--- src/rtl/rf_arb_pkg.sv ---
// Shared widths, grant encoding and address decode for the register-file write-port arbiter.
package rf_arb_pkg;

   localparam int REG_ADDR_W = 5;
   localparam int DATA_W     = 32;
   localparam int RF_BE_W    = 4;
   localparam int NUM_REGS   = 1 << REG_ADDR_W;

   typedef enum logic [0:0] {
      GNT_WB  = 1'b0,
      GNT_MDU = 1'b1
   } gnt_e;

   // r0 is hardwired zero, so it never counts as a pending destination.
   function automatic logic [NUM_REGS-1:0] addr_onehot(input logic [REG_ADDR_W-1:0] addr);
      logic [NUM_REGS-1:0] oh;
      oh       = '0;
      oh[addr] = 1'b1;
      oh[0]    = 1'b0;
      return oh;
   endfunction

endpackage

--- src/rtl/rf_arb_fifo.sv ---
// In-order buffer of MDU results {waddr, wdata}; exposes per-entry valid/address for hazard tracking.
module rf_arb_fifo
   import rf_arb_pkg::*;
#(
   parameter int DEPTH = 4
) (
   input  logic                                 clk,
   input  logic                                 reset,
   input  logic                                 push,
   input  logic [REG_ADDR_W-1:0]                push_waddr,
   input  logic [DATA_W-1:0]                    push_wdata,
   input  logic                                 pop,
   output logic                                 full,
   output logic                                 empty,
   output logic [REG_ADDR_W-1:0]                head_waddr,
   output logic [DATA_W-1:0]                    head_wdata,
   output logic [DEPTH-1:0]                     ent_vld,
   output logic [DEPTH-1:0][REG_ADDR_W-1:0]     ent_waddr
);

   localparam int PTR_W = $clog2(DEPTH);

   logic [PTR_W:0]                      wr_ptr_q, wr_ptr_d;
   logic [PTR_W:0]                      rd_ptr_q, rd_ptr_d;
   logic [PTR_W:0]                      count;
   logic [PTR_W-1:0]                    wr_idx, rd_idx;
   logic [DEPTH-1:0][REG_ADDR_W-1:0]    addr_q, addr_d;
   logic [DEPTH-1:0][DATA_W-1:0]        data_q, data_d;

   assign wr_idx     = wr_ptr_q[PTR_W-1:0];
   assign rd_idx     = rd_ptr_q[PTR_W-1:0];
   assign count      = wr_ptr_q - rd_ptr_q;
   assign empty      = (wr_ptr_q == rd_ptr_q);
   // The extra pointer bit makes count reach exactly DEPTH when full.
   assign full       = count[PTR_W];
   assign head_waddr = addr_q[rd_idx];
   assign head_wdata = data_q[rd_idx];
   assign ent_waddr  = addr_q;

   always_comb begin
      for (int i = 0; i < DEPTH; i++) begin
         ent_vld[i] = ({1'b0, PTR_W'(i) - rd_idx} < count);
      end
   end

   always_comb begin
      wr_ptr_d = wr_ptr_q;
      rd_ptr_d = rd_ptr_q;
      addr_d   = addr_q;
      data_d   = data_q;
      if (push && !full) begin
         addr_d[wr_idx] = push_waddr;
         data_d[wr_idx] = push_wdata;
         wr_ptr_d       = wr_ptr_q + (PTR_W+1)'(1);
      end
      if (pop && !empty) begin
         rd_ptr_d = rd_ptr_q + (PTR_W+1)'(1);
      end
   end

   always_ff @(posedge clk) begin
      if (reset) begin
         wr_ptr_q <= '0;
         rd_ptr_q <= '0;
      end else begin
         wr_ptr_q <= wr_ptr_d;
         rd_ptr_q <= rd_ptr_d;
      end
      addr_q <= addr_d;
      data_q <= data_d;
   end

endmodule

--- src/rtl/rf_wport_arbiter.sv ---
// Register-file write-port arbiter: WB has priority, buffered MDU results retire in idle/WAW cycles.
// Optional starvation guard enabled by defining RF_ARB_STARVE_GUARD_EN.
module rf_wport_arbiter
   import rf_arb_pkg::*;
#(
   parameter int DEPTH        = 4,
   parameter int STARVE_LIMIT = 8
) (
   input  logic                    clk,
   input  logic                    reset,
   input  logic                    wb_valid,
   input  logic [RF_BE_W-1:0]      wb_rf_we,
   input  logic [REG_ADDR_W-1:0]   wb_waddr,
   input  logic [DATA_W-1:0]       wb_wdata,
   output logic                    wb_ready,
   input  logic                    mdu_valid,
   input  logic [REG_ADDR_W-1:0]   mdu_waddr,
   input  logic [DATA_W-1:0]       mdu_wdata,
   output logic                    mdu_ready,
   output logic [RF_BE_W-1:0]      rf_we,
   output logic [REG_ADDR_W-1:0]   rf_waddr,
   output logic [DATA_W-1:0]       rf_wdata,
   output logic [NUM_REGS-1:0]     pend_mask
);

   logic                               wb_req, conflict, forced;
   logic                               grant_mdu, grant_wb, push;
   logic                               fifo_full, fifo_empty;
   logic [REG_ADDR_W-1:0]              head_waddr;
   logic [DATA_W-1:0]                  head_wdata;
   logic [DEPTH-1:0]                   ent_vld;
   logic [DEPTH-1:0][REG_ADDR_W-1:0]   ent_waddr;
   gnt_e                               state_q, state_d;
   logic                               unused_obs;

   assign mdu_ready = !fifo_full;
   assign push      = mdu_valid && !fifo_full && (mdu_waddr != '0);

   rf_arb_fifo #(
      .DEPTH (DEPTH)
   ) u_fifo (
      .clk        (clk),
      .reset      (reset),
      .push       (push),
      .push_waddr (mdu_waddr),
      .push_wdata (mdu_wdata),
      .pop        (grant_mdu),
      .full       (fifo_full),
      .empty      (fifo_empty),
      .head_waddr (head_waddr),
      .head_wdata (head_wdata),
      .ent_vld    (ent_vld),
      .ent_waddr  (ent_waddr)
   );

   always_comb begin
      pend_mask = '0;
      for (int i = 0; i < DEPTH; i++) begin
         if (ent_vld[i]) pend_mask = pend_mask | addr_onehot(ent_waddr[i]);
      end
   end

   // Buffered results are older than WB, so a WAW match must drain first.
   assign wb_req    = wb_valid && (wb_rf_we != '0);
   assign conflict  = wb_req && pend_mask[wb_waddr];
   assign grant_mdu = !fifo_empty && (!wb_req || conflict || forced);
   assign grant_wb  = wb_req && !grant_mdu;
   assign wb_ready  = !(conflict || forced);

   always_comb begin
      rf_we    = '0;
      rf_waddr = wb_waddr;
      rf_wdata = wb_wdata;
      if (grant_mdu) begin
         rf_we    = '1;
         rf_waddr = head_waddr;
         rf_wdata = head_wdata;
      end else if (grant_wb) begin
         rf_we    = wb_rf_we;
      end
   end

   assign state_d = grant_mdu ? GNT_MDU : GNT_WB;

   always_ff @(posedge clk) begin
      if (reset) state_q <= GNT_WB;
      else       state_q <= state_d;
   end

`ifdef RF_ARB_STARVE_GUARD_EN
   localparam int CNT_W = $clog2(STARVE_LIMIT + 1);

   logic [CNT_W-1:0] starve_cnt_q, starve_cnt_d;

   assign forced = !fifo_empty && (starve_cnt_q >= CNT_W'(STARVE_LIMIT));

   always_comb begin
      starve_cnt_d = starve_cnt_q;
      if (fifo_empty || grant_mdu) begin
         starve_cnt_d = '0;
      end else if (starve_cnt_q < CNT_W'(STARVE_LIMIT)) begin
         starve_cnt_d = starve_cnt_q + CNT_W'(1);
      end
   end

   always_ff @(posedge clk) begin
      if (reset) starve_cnt_q <= '0;
      else       starve_cnt_q <= starve_cnt_d;
   end

   // Grant state is kept for debug visibility only.
   assign unused_obs = (state_q == GNT_MDU);
`else
   assign forced     = 1'b0;
   assign unused_obs = (state_q == GNT_MDU) ^ (STARVE_LIMIT == 0);
`endif

endmodule

--- config.mk ---
export PLATFORM = sky130hd
export DESIGN_NAME = rf_wport_arbiter
export DESIGN_NICKNAME = d
export VERILOG_FILES = /design/src/rtl/rf_arb_pkg.sv /design/src/rtl/rf_arb_fifo.sv /design/src/rtl/rf_wport_arbiter.sv
export SDC_FILE = /design/constraint.sdc
export NUM_CORES = 1
export LEC_CHECK = 0
export BUFFER_PORTS_ARGS = -buffer_cell sky130_fd_sc_hd__buf_2
export CAP_MARGIN = 10
export CORE_MARGIN = 1
export CORE_UTILIZATION = 25
export DETAILED_ROUTE_END_ITERATION = 10
export GPL_ROUTABILITY_DRIVEN = 0
export SETUP_SLACK_MARGIN = 0.5
export SYNTH_ARGS = -nofsm -noshare
export SYNTH_HDL_FRONTEND = slang
export SYNTH_HIERARCHICAL = 1
export SYNTH_SLANG_ARGS = --single-unit
--- constraint.sdc ---
create_clock -name clk -period 4.6 [get_ports clk]
set_input_delay 0.23 -clock clk [delete_from_list [all_inputs] [get_ports clk]]
set_output_delay 0.23 -clock clk [all_outputs]
set_load 0.005 [all_outputs]
# After elaboration in Yosys (flattened, before gate mapping)
# Index checks and enable logic that the tools add are counted.
[word_totals]
output_inout_bits = 75
register_bits = 154
wordCells = 86
input_bits = 82
[op_classes]
reduce_logical = 21
n_mux = 28
order_cmp = 16
bitwise = 3
n_eq_ne = 1
addsub = 7
[ops]
columns = ["cell", "n"]
rows = [
  ["2-to-1 mux 32 bit", 7],
  ["bitwise mux 128 bit", 1],
  ["OR 32 bit", 3],
  ["binary-select mux 32 bit (select 2 bit)", 1],
  ["demux 32 bit (select 2 bit)", 1],
  ["< comparator 5 x 6 -> 1 bit (second input constant)", 5],
  ["bitwise mux 20 bit", 1],
  ["demux 1 bit (select 5 bit)", 4],
  [">= comparator 5 x 1 -> 1 bit (second input constant)", 4],
  ["2-to-1 mux 5 bit", 3],
  ["logical AND 1 bit", 13],
  ["< comparator 2 x 3 -> 1 bit", 4],
  ["binary-select mux 5 bit (select 2 bit)", 1],
  ["demux 5 bit (select 2 bit)", 1],
  ["2-to-1 mux 4 bit", 2],
  ["adder 3 x 1 -> 3 bit (second input constant)", 2],
  ["< comparator 2 x 3 -> 1 bit (second input constant)", 2],
  ["binary-select mux 1 bit (select 5 bit)", 1],
  ["zero test 1 bit", 5],
  ["2-to-1 mux 1 bit", 5],
  ["nonzero test 5 bit", 1],
  ["nonzero test 4 bit", 1],
  ["subtractor 1 x 2 -> 2 bit (first input constant)", 2],
  ["subtractor 2 bit (first input constant)", 2],
  ["other kinds (4)", 4],
]

# Depth between registers and ports, before layout
# Gate-level depths: netlist (run 1).
[depth]
ltp_word = 20
depth_mapped = 19
mapped_depth_nobuf = 18

# Cells and area by module
# The synthesis (run 1) kept the hierarchy.
[by_module_without_submodules]
columns = ["mod", "seq_area_each_um2", "cells_per_inst", "n_inst", "area_each_um2"]
rows = [
  ["rf_arb_fifo", 4564.4, 261, 1, 5931.9],
  ["rf_wport_arbiter", 0.0, 262, 1, 2103.3],
]

# Worst setup path before layout (run 1)
# OpenSTA, ideal clock, no wires.
[synth_timing]
path_type = "register to register"
start = "register u_fifo.rd_ptr_q[1]"
end = "register u_fifo.rd_ptr_q[0]"
synth_period_minus_slack_ns = 5.029
stages_incl_launch_ff = 20
arrival_time_ns = 4.908
setup_slack_ns = -0.429
setup_time_ns = 0.121
n_path_buf = 3
t_required_ns = 4.479
cell_sequence = "dfxtp_1 -> buf_2 -> buf_1 -> inv_1 -> fa_1 -> inv_1 -> ha_1 -> nor2b_1 -> o21ai_0 -> or4b_1 -> o22ai_1 -> a221o_1 -> nor2_1 -> a311oi_1 -> o311a_1 -> o41ai_4 -> a21oi_4 -> buf_6 -> a21boi_0 -> mux2_2"
[synth_via]
elab_chain_len = 15
word_cells_on_any_way = 24
classes_between = "add/sub (5); order compare (4); eq/ne (1); mux (6); bitwise (3); reduce/logical (5)"
[synth_rtl]
columns = ["item", "line", "text"]
rows = [
  ["start: declaration", "rf_arb_fifo.sv:24", "logic [PTR_W:0] rd_ptr_q, rd_ptr_d;"],
  ["start signal: assignment", "rf_arb_fifo.sv:67", "rd_ptr_q <= rd_ptr_d;"],
  ["subtractor 3 bit / subtractor 1 x 2 -> 2 bit (equally long branches)", "rf_arb_fifo.sv:32, rf_arb_fifo.sv:42", ""],
  ["< comparator 2 x 3 -> 1 bit *", "rf_arb_fifo.sv:42", "ent_vld[i] = ({1'b0, PTR_W'(i) - rd_idx} < count);"],
  ["net ent_vld[0]", "rf_wport_arbiter.sv:31", "logic [DEPTH-1:0] ent_vld;"],
  ["2-to-1 mux 32 bit *", "rf_wport_arbiter.sv:59", "if (ent_vld[i]) pend_mask = pend_mask | addr_onehot(ent_waddr[i]);"],
  ["OR 32 bit", "rf_wport_arbiter.sv:59", ""],
  ["2-to-1 mux 32 bit *", "rf_wport_arbiter.sv:59", ""],
  ["OR 32 bit", "rf_wport_arbiter.sv:59", ""],
  ["2-to-1 mux 32 bit *", "rf_wport_arbiter.sv:59", ""],
  ["(+2 left out)", "-", ""],
  ["net pend_mask[1]", "rf_wport_arbiter.sv:23", "output logic [NUM_REGS-1:0] pend_mask"],
  ["binary-select mux 1 bit (select 5 bit) *", "rf_wport_arbiter.sv:65", "assign conflict = wb_req && pend_mask[wb_waddr];"],
  ["2-to-1 mux 1 bit (implied by the code) *", "rf_wport_arbiter.sv:65", ""],
  ["logical AND 1 bit *", "rf_wport_arbiter.sv:65", ""],
  ["logical OR 1 bit *", "rf_wport_arbiter.sv:66", "assign grant_mdu = !fifo_empty && (!wb_req || conflict || forced);"],
  ["logical AND 1 bit *", "rf_wport_arbiter.sv:66", ""],
  ["net grant_mdu", "rf_wport_arbiter.sv:27", "logic grant_mdu, grant_wb, push;"],
  ["logical AND 1 bit *", "rf_arb_fifo.sv:56", "if (pop && !empty) begin"],
]
# The timed path passes the listed nets; every way through them passes the cells marked *. The select of a mux whose other input is x is not followed.
# A chain may end at the register's enable or synchronous reset.

# Worst setup path in the final report (run 1)
[layout_timing]
start = "register u_fifo.wr_ptr_q[0]"
end = "output port rf_wdata[7]"
[layout_via]
word_cells_on_any_way = 20
classes_between = "add/sub (1); order compare (4); eq/ne (1); mux (7); bitwise (3); reduce/logical (4)"
[layout_lines]
columns = ["item", "line", "text"]
rows = [
  ["start: declaration", "rf_arb_fifo.sv:23", "logic [PTR_W:0] wr_ptr_q, wr_ptr_d;"],
  ["start signal: assignment", "rf_arb_fifo.sv:66", "wr_ptr_q <= wr_ptr_d;"],
  ["subtractor 3 bit *", "rf_arb_fifo.sv:32", "assign count = wr_ptr_q - rd_ptr_q;"],
  ["< comparator 2 x 3 -> 1 bit *", "rf_arb_fifo.sv:42", ""],
  ["net ent_vld[2]", "rf_wport_arbiter.sv:31", ""],
  ["2-to-1 mux 32 bit *", "rf_wport_arbiter.sv:59", ""],
  ["OR 32 bit", "rf_wport_arbiter.sv:59", ""],
  ["2-to-1 mux 32 bit *", "rf_wport_arbiter.sv:59", ""],
  ["binary-select mux 1 bit (select 5 bit) *", "rf_wport_arbiter.sv:65", ""],
  ["2-to-1 mux 1 bit (implied by the code) *", "rf_wport_arbiter.sv:65", ""],
  ["logical AND 1 bit *", "rf_wport_arbiter.sv:65", ""],
  ["logical OR 1 bit *", "rf_wport_arbiter.sv:66", ""],
  ["logical AND 1 bit *", "rf_wport_arbiter.sv:66", ""],
  ["2-to-1 mux 32 bit *", "rf_wport_arbiter.sv:74", "if (grant_mdu) begin"],
  ["end: declaration", "rf_wport_arbiter.sv:22", "output logic [DATA_W-1:0] rf_wdata,"],
]
# Marks and branches as above.

==> reports/results.txt, run 1 <==
Outcome: finished, violations left
Failing checks: setup timing
Post-synthesis cell type count: 68
CP arrival: 4670 ps
Wire per inst: 19.5 um
Antenna Nets Post-Route: 0
Layout Area Growth over Synthesis: 32.8%
Total GRT Usage: 13.4%
Syn_area_per_cell: 15.4 um2
Synth Net Count: 620
Core area: 0.0316 mm2
FMAX: 204 MHz
Post-route setup slack: -303 ps
Worst slew pin tran: 693 ps
Met3 wire length: 1810 um
Warnings, synthesis: 6
Skew final: 9.43 ps
Final WL: 22300 um
Sequential-to-total area share from yosys stat: 56.8%
Finish-stage setup viols: 41
Antenna violations before repair: 3
Lkg Pwr: 3.96 nW
Final TNS setup: -10250 ps
Die H: 181 um
Residual DRC: 0
Crit Path Class: reg2out
Worst IR drop on VDD: 0.000332 V
WL met2: 10600 um
Post-route clock period utilization: 107%
DR vias: 5706
CTS max path bufs: 2
Dpl cells: 1082
First-pass GRT wire length: 33000 um
Final cell count without fillers: 1144
DR pass1 iterations: 6
Clock sinks: 154
Number of synthesized register bits: 154
Chip width: 181 um
Hold/Removal Path Class: in2reg
CP max FO: 5
Initial Util: 25.5%
Tmin final: 4900 ps
H-tree levels: 4
DP HPWL: 15400 um
Cts bufs inserted: 17
Nature of the critical path startpoint: flop
Port-buffer cells: 155
Slew Viols, Final: 0
GRT overflow: 0
First DRT Iteration DRCs: 724
Most used DFF post-synth: edfxtp_1
Pwr/cell area: 636 mW/mm2
Cts hold-fix bufs: 0
Reg clk slew, reported paths: 60 ps
Mapped cell area: 0.00804 mm2
CP Data Required Time: 4370 ps
Share of cells above drive strength 1: 50.0%
Full die area: 0.0329 mm2
Final layout net count: 827
Largest net degree at the start of global routing: 40
Number of global-route vias before repair: 5460
Std cell rows: 65
CTS tree: built
CP endpoint kind: primary output
Routed vias/inst: 4.99
Number of synthesized flops with an enable pin: 148
Final hold violations: 0
Relative slew slack: 53.7%
MaxCap Viol Count: 0
Clock Tree Root: clkbuf_16
# IOs: 157
# diodes: 0
Top sig layer: met5
Post-Syn Instances: 523
Fraction of registers with async set/reset: 0%
M1 WL: 9530 um
RSZ-0062 raised after global routing: true
Clock Latency Late Sink: 420 ps
[layout by cell type, fill, tap and decap left out, types with 5 or more instances in the layout]
master / n
a211o_1: 8
a221o_1: 8
a22oi_1: 7
buf_2: 137
buf_4: 39
buf_6: 25
clkbuf_16: 18
edfxtp_1: 148
ha_1: 11
inv_1: 14
mux2_4: 38
mux2i_1: 8
mux4_2: 37
nand2_1: 16
nand2b_1: 10
nand3_1: 5
nand4_1: 6
nand4b_1: 8
nor2_1: 24
nor2b_1: 10
o221ai_1: 8
o22ai_1: 16
or2_2: 6
[report_power, final]
group	internal (mW)	switching, mW
logic	1.95	1.61
registers	1.84	0.107
clock network	0.740	0.541
total	4.53	2.25
[kinds of logic (layout without fill, tap and decap cells)]
logic type               Yosys count  count (layout)  share of synthesized area [%]
adder cells (fa/ha/maj)           15              15                           2.43
buffers and inverters             39             258                           2.41
flip-flops                       154             154                           56.8
multiplexers                      83              83                           18.3
AO/OA/AOI/OAI                     95              95                           9.67
other                              1               1                         0.0467
AND/OR/NAND/NOR                  133             133                           9.78
XOR/XNOR                           3               3                          0.529
[per-layer routing]
metal  vias to the layer above  GRT usage (%)
met5                         -              0
met4                         4           3.93
met3                        30           3.75
met2                       292           21.6
met1                      2804           17.5
li1                       2576              -
[path summary, 6_finish.rpt]
kind                      startpoint                 end  slack (ps)  depth (start not counted)
setup / recovery  u_fifo/wr_ptr_q[0]         rf_wdata[7]        -300                         22
hold / removal          mdu_wdata[0]   u_fifo/data_q[64]          20                          1
setup reg to reg  u_fifo/wr_ptr_q[0]  u_fifo/rd_ptr_q[0]          50                         22
hold reg to reg   u_fifo/wr_ptr_q[2]  u_fifo/wr_ptr_q[2]         580                          2
[worst max-delay path, stage by stage (launching register included)]
cell and delay (ps):
dfxtp_2 320, inv_2 70, ha_4 130, inv_2 30, fa_1 480, inv_2 80, ha_1 280, nor2b_1 140
o21ai_2 110, nand2_1 150, buf_4 140, nor3b_2 60, a22oi_1 220, o221ai_1 190, a32oi_1 240, nand2_1 110
o41ai_4 530, a21oi_4 130, buf_6 140, buf_12 130, buf_16 140, mux2_4 300, buf_6 110
[timing repair]
action / CTS / global route
endpoints found under the setup margin: 45 / 45
pin swaps: 9 / 10
cloned: 3 / 1
buffers inserted: 15 / 12
resized for setup: 50 / 26
[synth_stat cells, types with 4 or more instances]
cell,instances,area (um2)
nor3_1,8,40.0
nand4b_1,8,70.1
and3_2,4,30.0
or3_1,4,25.0
a221o_1,8,80.1
o22a_1,4,35.0
o221ai_1,11,96.3
nor2b_1,12,75.1
mux2i_1,8,80.1
nand2b_1,11,68.8
mux2_4,35,526
a32oi_1,5,43.8
nor2_1,28,105
buf_2,5,25.0
a22oi_1,7,52.6
dfxtp_1,6,120
buf_6,4,45.0
ha_1,14,175
or2_2,6,37.5
nand4_1,6,37.5
edfxtp_1,148,4440
mux4_2,37,833
clkbuf_1,6,22.5
nand2_1,16,60.1
a21o_1,4,30.0
inv_1,18,67.6
o22ai_1,21,131
or4bb_1,4,45.0
nand3_1,5,25.0
o21ai_0,4,20.0
a211o_1,8,70.1
and2_1,4,25.0
[stage by stage]
stage / hold WS (ps) / power [mW] / worst slack, ps / cell area [um2] / utilization, %
global route: 7.38 / 7.14 / -465 / 10700 / 33.8
detailed placement: 451 / 4.69 / 1.79 / 9430 / 29.9
CTS: 2.59 / 6.61 / -240 / 10400 / 33.0
global placement: 445 / 4.65 / 78.3 / 9430 / 29.9
floorplan: 302 / 3.77 / 502 / 8110 / -
finish: 19.4 / 6.79 / -303 / 10700 / 33.8
[flip-flops by register name, indices dropped and copies added (netlist names)]
name / count
u_fifo/data_q: 128
u_fifo/wr_ptr_q: 3
u_fifo/rd_ptr_q: 3
u_fifo/ent_waddr: 20
[cell type report]
type / count / area [um2]
clock buffers: 20 / 437
clock inverters: 11 / 97.6
fillers: 3092 / 20900
inverters: 18 / 70.1
multi-input cells: 330 / 3550
flip-flops and latches: 154 / 4570
well taps: 402 / 503
repair buffers: 209 / 1440
(Power assumes the default switching activity.)
==> inputs of run 2 (changes only) <==
--- a/config.mk
+++ b/config.mk
@@ -12,6 +12,7 @@
 export DETAILED_ROUTE_END_ITERATION = 10
 export GPL_ROUTABILITY_DRIVEN = 0
 export SETUP_SLACK_MARGIN = 0.5
+export SKIP_LAST_GASP = 1
 export SYNTH_ARGS = -nofsm -noshare
 export SYNTH_HDL_FRONTEND = slang
 export SYNTH_HIERARCHICAL = 1
==> run 2 against run 1 <==
  * The flow still finishes with violations (setup timing)
  * Fmax shrank 0.23%
  * Clock power is essentially flat
  * Clock-buffer cell count is the same
  * Register-to-register slack is essentially flat
  * Wire length shrank 0.35%
  * Largest power group unchanged
  * Die area is the same
  * Hold slack lost 1.6 ps
  * Critical path type unchanged
  * Utilization shrank 0.18 points
  * Critical endpoint unchanged
  * Largest cell class unchanged
  * Total power shrank 0.96%
  * Critical path depth is the same
  * Flip-flop and latch count is the same
  * Sequential power is essentially flat
==> reports/results.txt, run 2 (synthesized netlist as in run 1, its figures left out) <==
Outcome: finished, violations left
Failing checks: setup timing
Clock sinks: 154 (unchanged)
Number of global-route vias before repair: 5435 (-0.46%)
CP arrival: 4680 ps (about the same)
DP HPWL: 15400 um (unchanged)
GRT overflow: 0 (unchanged)
Share of cells above drive strength 1: 50.0% (unchanged)
Post-route setup slack: -314 ps (-11.2 ps)
Clock Tree Root: clkbuf_16
CP endpoint kind: primary output
First-pass GRT wire length: 32900 um (-0.29%)
Residual DRC: 0 (unchanged)
Power Total: 6.72 mW (-0.96%)
Post-route clock period utilization: 107% (+0.24 points)
Finish-stage setup viols: 41 (unchanged)
Std cell rows: 65 (unchanged)
CP max FO: 5 (unchanged)
Relative slew slack: 53.0% (-0.65 points)
Dpl cells: 1082 (unchanged)
Largest net degree at the start of global routing: 40 (unchanged)
Seq pwr share: 29.0% (+0.3 points)
Cts bufs inserted: 17 (unchanged)
Total GRT Usage: 13.4% (-0.035 points)
# IOs: 157 (unchanged)
Cts hold-fix bufs: 0 (unchanged)
First DRT Iteration DRCs: 639 (-12%)
Routed vias/inst: 5.00 (+0.28%)
Most frequent cells in the layout: edfxtp_1, buf_2, buf_4
Final core utilization: 33.6% (-0.18 points)
Full die area: 0.0329 mm2 (unchanged)
CTS tree: built
# diodes: 0 (unchanged)
Pwr/cell area: 633 mW/mm2 (-0.43%)
FMAX: 204 MHz (-0.23%)
Placement Setup Slack: 1.79 ps (unchanged)
RSZ-0062 raised after global routing: true
Initial Util: 25.5% (unchanged)
Chip width: 181 um (unchanged)
H-tree levels: 4 (unchanged)
DR vias: 5722 (+0.28%)
Final layout net count: 827 (unchanged)
Crit Path Class: reg2out
Die H: 181 um (unchanged)
Gate power share: 52.0% (-0.4 points)
Antenna Nets Post-Route: 0 (unchanged)
Hold/Removal Path Class: in2reg
Final instance area: 0.0106 mm2 (-0.54%)
MaxCap Viol Count: 0 (unchanged)
P_sw: 2.24 mW (-0.50%)
Antenna violations before repair: 3 (unchanged)
CP Data Required Time: 4370 ps (about the same)
Layout Area Growth over Synthesis: 32.0%
Final cell count without fillers: 1144 (unchanged)
Filler cells: 3095 (+0.097%)
Worst slew pin tran: 703 ps (+9.68 ps)
Int Power: 4.48 mW (-1.2%)
CP startpoint: u_fifo/wr_ptr_q[0]
Post-Place Cell Area: 0.00943 mm2 (unchanged)
Lkg Pwr: 3.93 nW (-0.62%)
Top sig layer: met5
Skew final: 8.97 ps (-0.461 ps)
Clock Latency Late Sink: 420 ps (about the same)
Clock Power Share: 19.1% (+0.2 points)
Final hold violations: 0 (unchanged)
Core area: 0.0316 mm2 (unchanged)
Biggest register: u_fifo/data_q
Commonest non-fill, non-tap cell in the layout: edfxtp_1
DR pass1 iterations: 6 (unchanged)
Slew Viols, Final: 0 (unchanged)
Worst setup endpoint: rf_wdata[7]
Reg clk slew, reported paths: 60 ps (about the same)
CTS max path bufs: 2 (unchanged)
Tmin final: 4910 ps (+11.2 ps)
Worst IR drop on VDD: 0.000349 V (+5.1%)
M1 WL: 9540 um (about the same)
R2R cell count: 22 (unchanged)
Wire per inst: 19.4 um (-0.35%)
Nature of the critical path startpoint: flop
R2r endpoint: u_fifo/rd_ptr_q[0]
Sw Share: 33.4% (+0.15 points)
Port-buffer cells: 155 (unchanged)
Largest register FFs: 128 (unchanged)
Final WL: 22200 um (-0.35%)
Flop2flop setup slack: 60 ps (about the same)
WL met2: 10500 um (-1.1%)
Met3 wire length: 1790 um (-0.78%)
RR Startpoint: u_fifo/wr_ptr_q[0]
[run 2: cell counts in the layout (fill, tap and decap cells not counted)]
Identical to the previous run, type by type.
[run 2: repair_timing]
action	4_1_cts	5_1_grt
buffers inserted	15	12
setup endpoints to repair	45	45
pin swaps	9	10
gates resized for setup	40	26
gates cloned	3	1
[run 2: power groups by stage]
stage	combinational (mW)	clock [mW]	sequential, mW
floorplan	1.83	0	1.94
global placement	2.69	0	1.96
detailed placement	2.71	0	1.97
CTS	3.28	1.31	1.95
global route	3.73	1.37	1.97
finish	3.49	1.28	1.95
[run 2: worst max-delay path, cell delays in order (launching register included)]
cell and delay (ps):
dfxtp_2 320, inv_2 70, ha_4 130, inv_2 30
fa_1 480, inv_2 80, ha_1 280, nor2b_1 140
o21ai_2 110, nand2_1 150, buf_4 140, nor3b_2 60
a22oi_1 230, o221ai_1 190, a32oi_1 240, nand2_1 110
o41ai_4 530, a21oi_4 130, buf_6 140, buf_12 130
buf_16 140, mux2_4 300, buf_6 110
[run 2: worst min-delay path by stage]
stage / from / endpoint / slack (ps) / cells past startpoint
after global routing: mdu_wdata[8] / u_fifo/data_q[72] / 7 / 1
final: mdu_wdata[0] / u_fifo/data_q[64] / 20 / 1
after floorplan: reset / u_fifo/wr_ptr_q[2] / 300 / 1
after global placement: mdu_wdata[13] / u_fifo/data_q[77] / 450 / 1
after CTS: mdu_wdata[0] / u_fifo/data_q[0] / 3 / 1
after detailed placement: mdu_wdata[0] / u_fifo/data_q[0] / 450 / 1
[run 2: stage by stage]
stage	hold WS (ps)	TNS, ps
2_1_floorplan	302	0
3_3_place_gp	445	0
3_5_place_dp	451	0
4_1_cts	2.59	-7660
5_1_grt	7.38	-16710
6_report	17.8	-10180
[run 2: layer usage]
layer	global-route usage [%]	up-vias
li1	-	2578
met1	17.5	2807
met2	21.5	297
met3	3.69	36
met4	3.93	4
met5	0	-
[run 2: layout make-up]
type                            count  area, um2  area share (%)
Sequential cell                   154       4570            43.1
Multi-Input combinational cell    330       3540            33.4
Timing Repair Buffer              209       1390            13.1
Tap cell                          402        503            4.74
Clock buffer                       20        437            4.12
Clock inverter                     11       97.6           0.920
Inverter                           18       70.1           0.660
==> inputs of run 3 (changes only) <==
--- a/config.mk
+++ b/config.mk
@@ -6,12 +6,13 @@
 export NUM_CORES = 1
 export LEC_CHECK = 0
 export BUFFER_PORTS_ARGS = -buffer_cell sky130_fd_sc_hd__buf_2
-export CAP_MARGIN = 10
+export CAP_MARGIN = 30
 export CORE_MARGIN = 1
 export CORE_UTILIZATION = 25
 export DETAILED_ROUTE_END_ITERATION = 10
 export GPL_ROUTABILITY_DRIVEN = 0
 export SETUP_SLACK_MARGIN = 0.5
+export SKIP_CTS_REPAIR_TIMING = 1
 export SKIP_LAST_GASP = 1
 export SYNTH_ARGS = -nofsm -noshare
 export SYNTH_HDL_FRONTEND = slang
==> run 3 against run 2 <==
  * The run still ends with setup timing left
  * Sequential share of layout area about the same
  * Non-clock buffer count down 12
  * Wire length decreased by 0.15%
  * Clock-buffer cell count stayed put
  * Largest power group unchanged
==> reports/results.txt, run 3 (synthesized netlist as in run 1, its figures left out) <==
Outcome: finished, violations left
Failing checks: setup timing
GRT overflow: 0 (unchanged)
Worst slew pin tran: 708 ps (+4.68 ps)
Nature of the critical path startpoint: flop
Antenna Nets Post-Route: 0 (unchanged)
CP endpoint kind: primary output
Core area: 0.0316 mm2 (unchanged)
Slowest cell on crit path: or4b_4
CP Data Required Time: 4370 ps (about the same)
FF/Latch Area: 0.00457 mm2 (unchanged)
Most frequent cells in the layout: edfxtp_1, buf_2, mux2_4
Clock Tree Root: clkbuf_16
Pwr/cell area: 626 mW/mm2 (-1.1%)
Reg clk slew, reported paths: 60 ps (about the same)
Final WL: 22200 um (-0.15%)
Finish-stage setup viols: 42 (+2.4%)
Relative slew slack: 52.7% (-0.31 points)
Worst IR drop on VDD: 0.000322 V (-7.9%)
Hold slack: 18.9 ps (+1.06 ps)
Share of cells above drive strength 1: 48.6% (-1.4 points)
Flop2flop setup slack: -20 ps (-80 ps)
Biggest register: u_fifo/data_q
Largest net degree at the start of global routing: 40 (unchanged)
Final layout net count: 815 (-1.5%)
Full die area: 0.0329 mm2 (unchanged)
Final hold violations: 0 (unchanged)
Total GRT Usage: 12.9% (-0.51 points)
Multi-input gate area: 0.00355 mm2 (+0.18%)
Filler cells: 3079 (-0.52%)
Layout Area Growth over Synthesis: 31.9%
CTS max path bufs: 2 (unchanged)
Wire per inst: 19.6 um (+0.91%)
Critical path's largest stage delay: 510 ps (-20 ps)
Placement Setup Slack: 1.79 ps (unchanged)
RSZ-0062 raised after global routing: true
Hold/Removal Path Class: in2reg
Number of global-route vias before repair: 5290 (-2.7%)
Routed vias/inst: 5.02 (+0.44%)
Port-buffer cells: 155 (unchanged)
Power Total: 6.64 mW (-1.3%)
Antenna violations before repair: 3 (unchanged)
Cts bufs inserted: 17 (unchanged)
Residual DRC: 0 (unchanged)
Commonest non-fill, non-tap cell in the layout: edfxtp_1
# diodes: 0 (unchanged)
Post-route setup slack: -373 ps (-59.1 ps)
DP HPWL: 15400 um (unchanged)
# IOs: 157 (unchanged)
DR pass1 iterations: 7 (+1)
CP arrival: 4740 ps (+60 ps)
H-tree levels: 4 (unchanged)
Std cell rows: 65 (unchanged)
Crit Path Class: reg2out
Lkg Pwr: 3.91 nW (-0.67%)
FMAX: 201 MHz (-1.2%)
Clock Latency Late Sink: 420 ps (about the same)
Largest register FFs: 128 (unchanged)
Die H: 181 um (unchanged)
Skew final: 10.8 ps (+1.83 ps)
DR vias: 5687 (-0.61%)
First DRT Iteration DRCs: 708 (+11%)
Clock sinks: 154 (unchanged)
Initial Util: 25.5% (unchanged)
CP Cell Sequence: inv_2 > ha_4 > inv_2 > fa_1 > inv_4 > ha_4 > nor2b_4 > o21ai_4 > or4b_4 > o22ai_2 > a221o_1 > nor2_1 > a311oi_2 > o311a_1 > o41ai_4 > buf_4 > a21oi_4 > buf_12 > clkbuf_16 > mux2_4 > buf_6
Tmin final: 4970 ps (+59.1 ps)
CP max FO: 7 (+2)
CTS tree: built
Slew Viols, Final: 0 (unchanged)
Chip width: 181 um (unchanged)
Post-route clock period utilization: 108% (+1.3 points)
First-pass GRT wire length: 31800 um (-3.3%)
MaxCap Viol Count: 0 (unchanged)
## run 3: path summary, 6_finish.rpt
path / endpoint / depth (start not counted) / from
setup / recovery: rf_wdata[5] / 21 / u_fifo/wr_ptr_q[0]
hold / removal: u_fifo/data_q[64] / 1 / mdu_wdata[0]
setup reg to reg: u_fifo/rd_ptr_q[0] / 22 / u_fifo/wr_ptr_q[0]
hold reg to reg: u_fifo/wr_ptr_q[2] / 2 / u_fifo/wr_ptr_q[2]
## run 3: stage by stage
stage                     instances  utilization [%]  TNS, ps  area [um2]
after floorplan                 523                -        0        8110
after global placement         1082             29.9        0        9430
after detailed placement       1082             29.9        0        9430
after CTS                      1113             31.6   -16060        9970
after global routing           1132             33.6   -19820       10600
final                          1132             33.6   -13540       10600
## run 3: cell type report
cell class | count | share of cell area, %
multi-input cells | 330 | 33.5
flip-flops and latches | 154 | 43.1
repair buffers | 197 | 13.0
inverters | 18 | 0.685
clock inverters | 11 | 0.921
clock buffers | 20 | 4.12
well taps | 402 | 4.75
## run 3: critical path: cells and delay by family (launching register included)
kind,cells,cell delay [ps]
AO/OA/AOI/OAI,7,1290
adder cells (fa/ha/maj),3,800
buffers and inverters,7,890
flip-flops,1,320
multiplexers,1,310
AND/OR/NAND/NOR,3,700
## run 3: per-layer routing
metal,track usage [%],vias to the layer above,part of all wire (%),routed length (um)
met3,3.57,42,7.7,1700
li1,-,2556,-,-
met5,0,-,0.099,22
met2,20.5,281,47,10400
met1,17.0,2804,43,9620
met4,3.83,4,1.8,393
## run 3: power breakdown
part / internal, mW / total (mW) / switching [mW]
Clock: 0.740 / 1.28 / 0.541
Combinational: 1.83 / 3.41 / 1.58
Sequential: 1.84 / 1.95 / 0.108
Total: 4.41 / 6.64 / 2.22
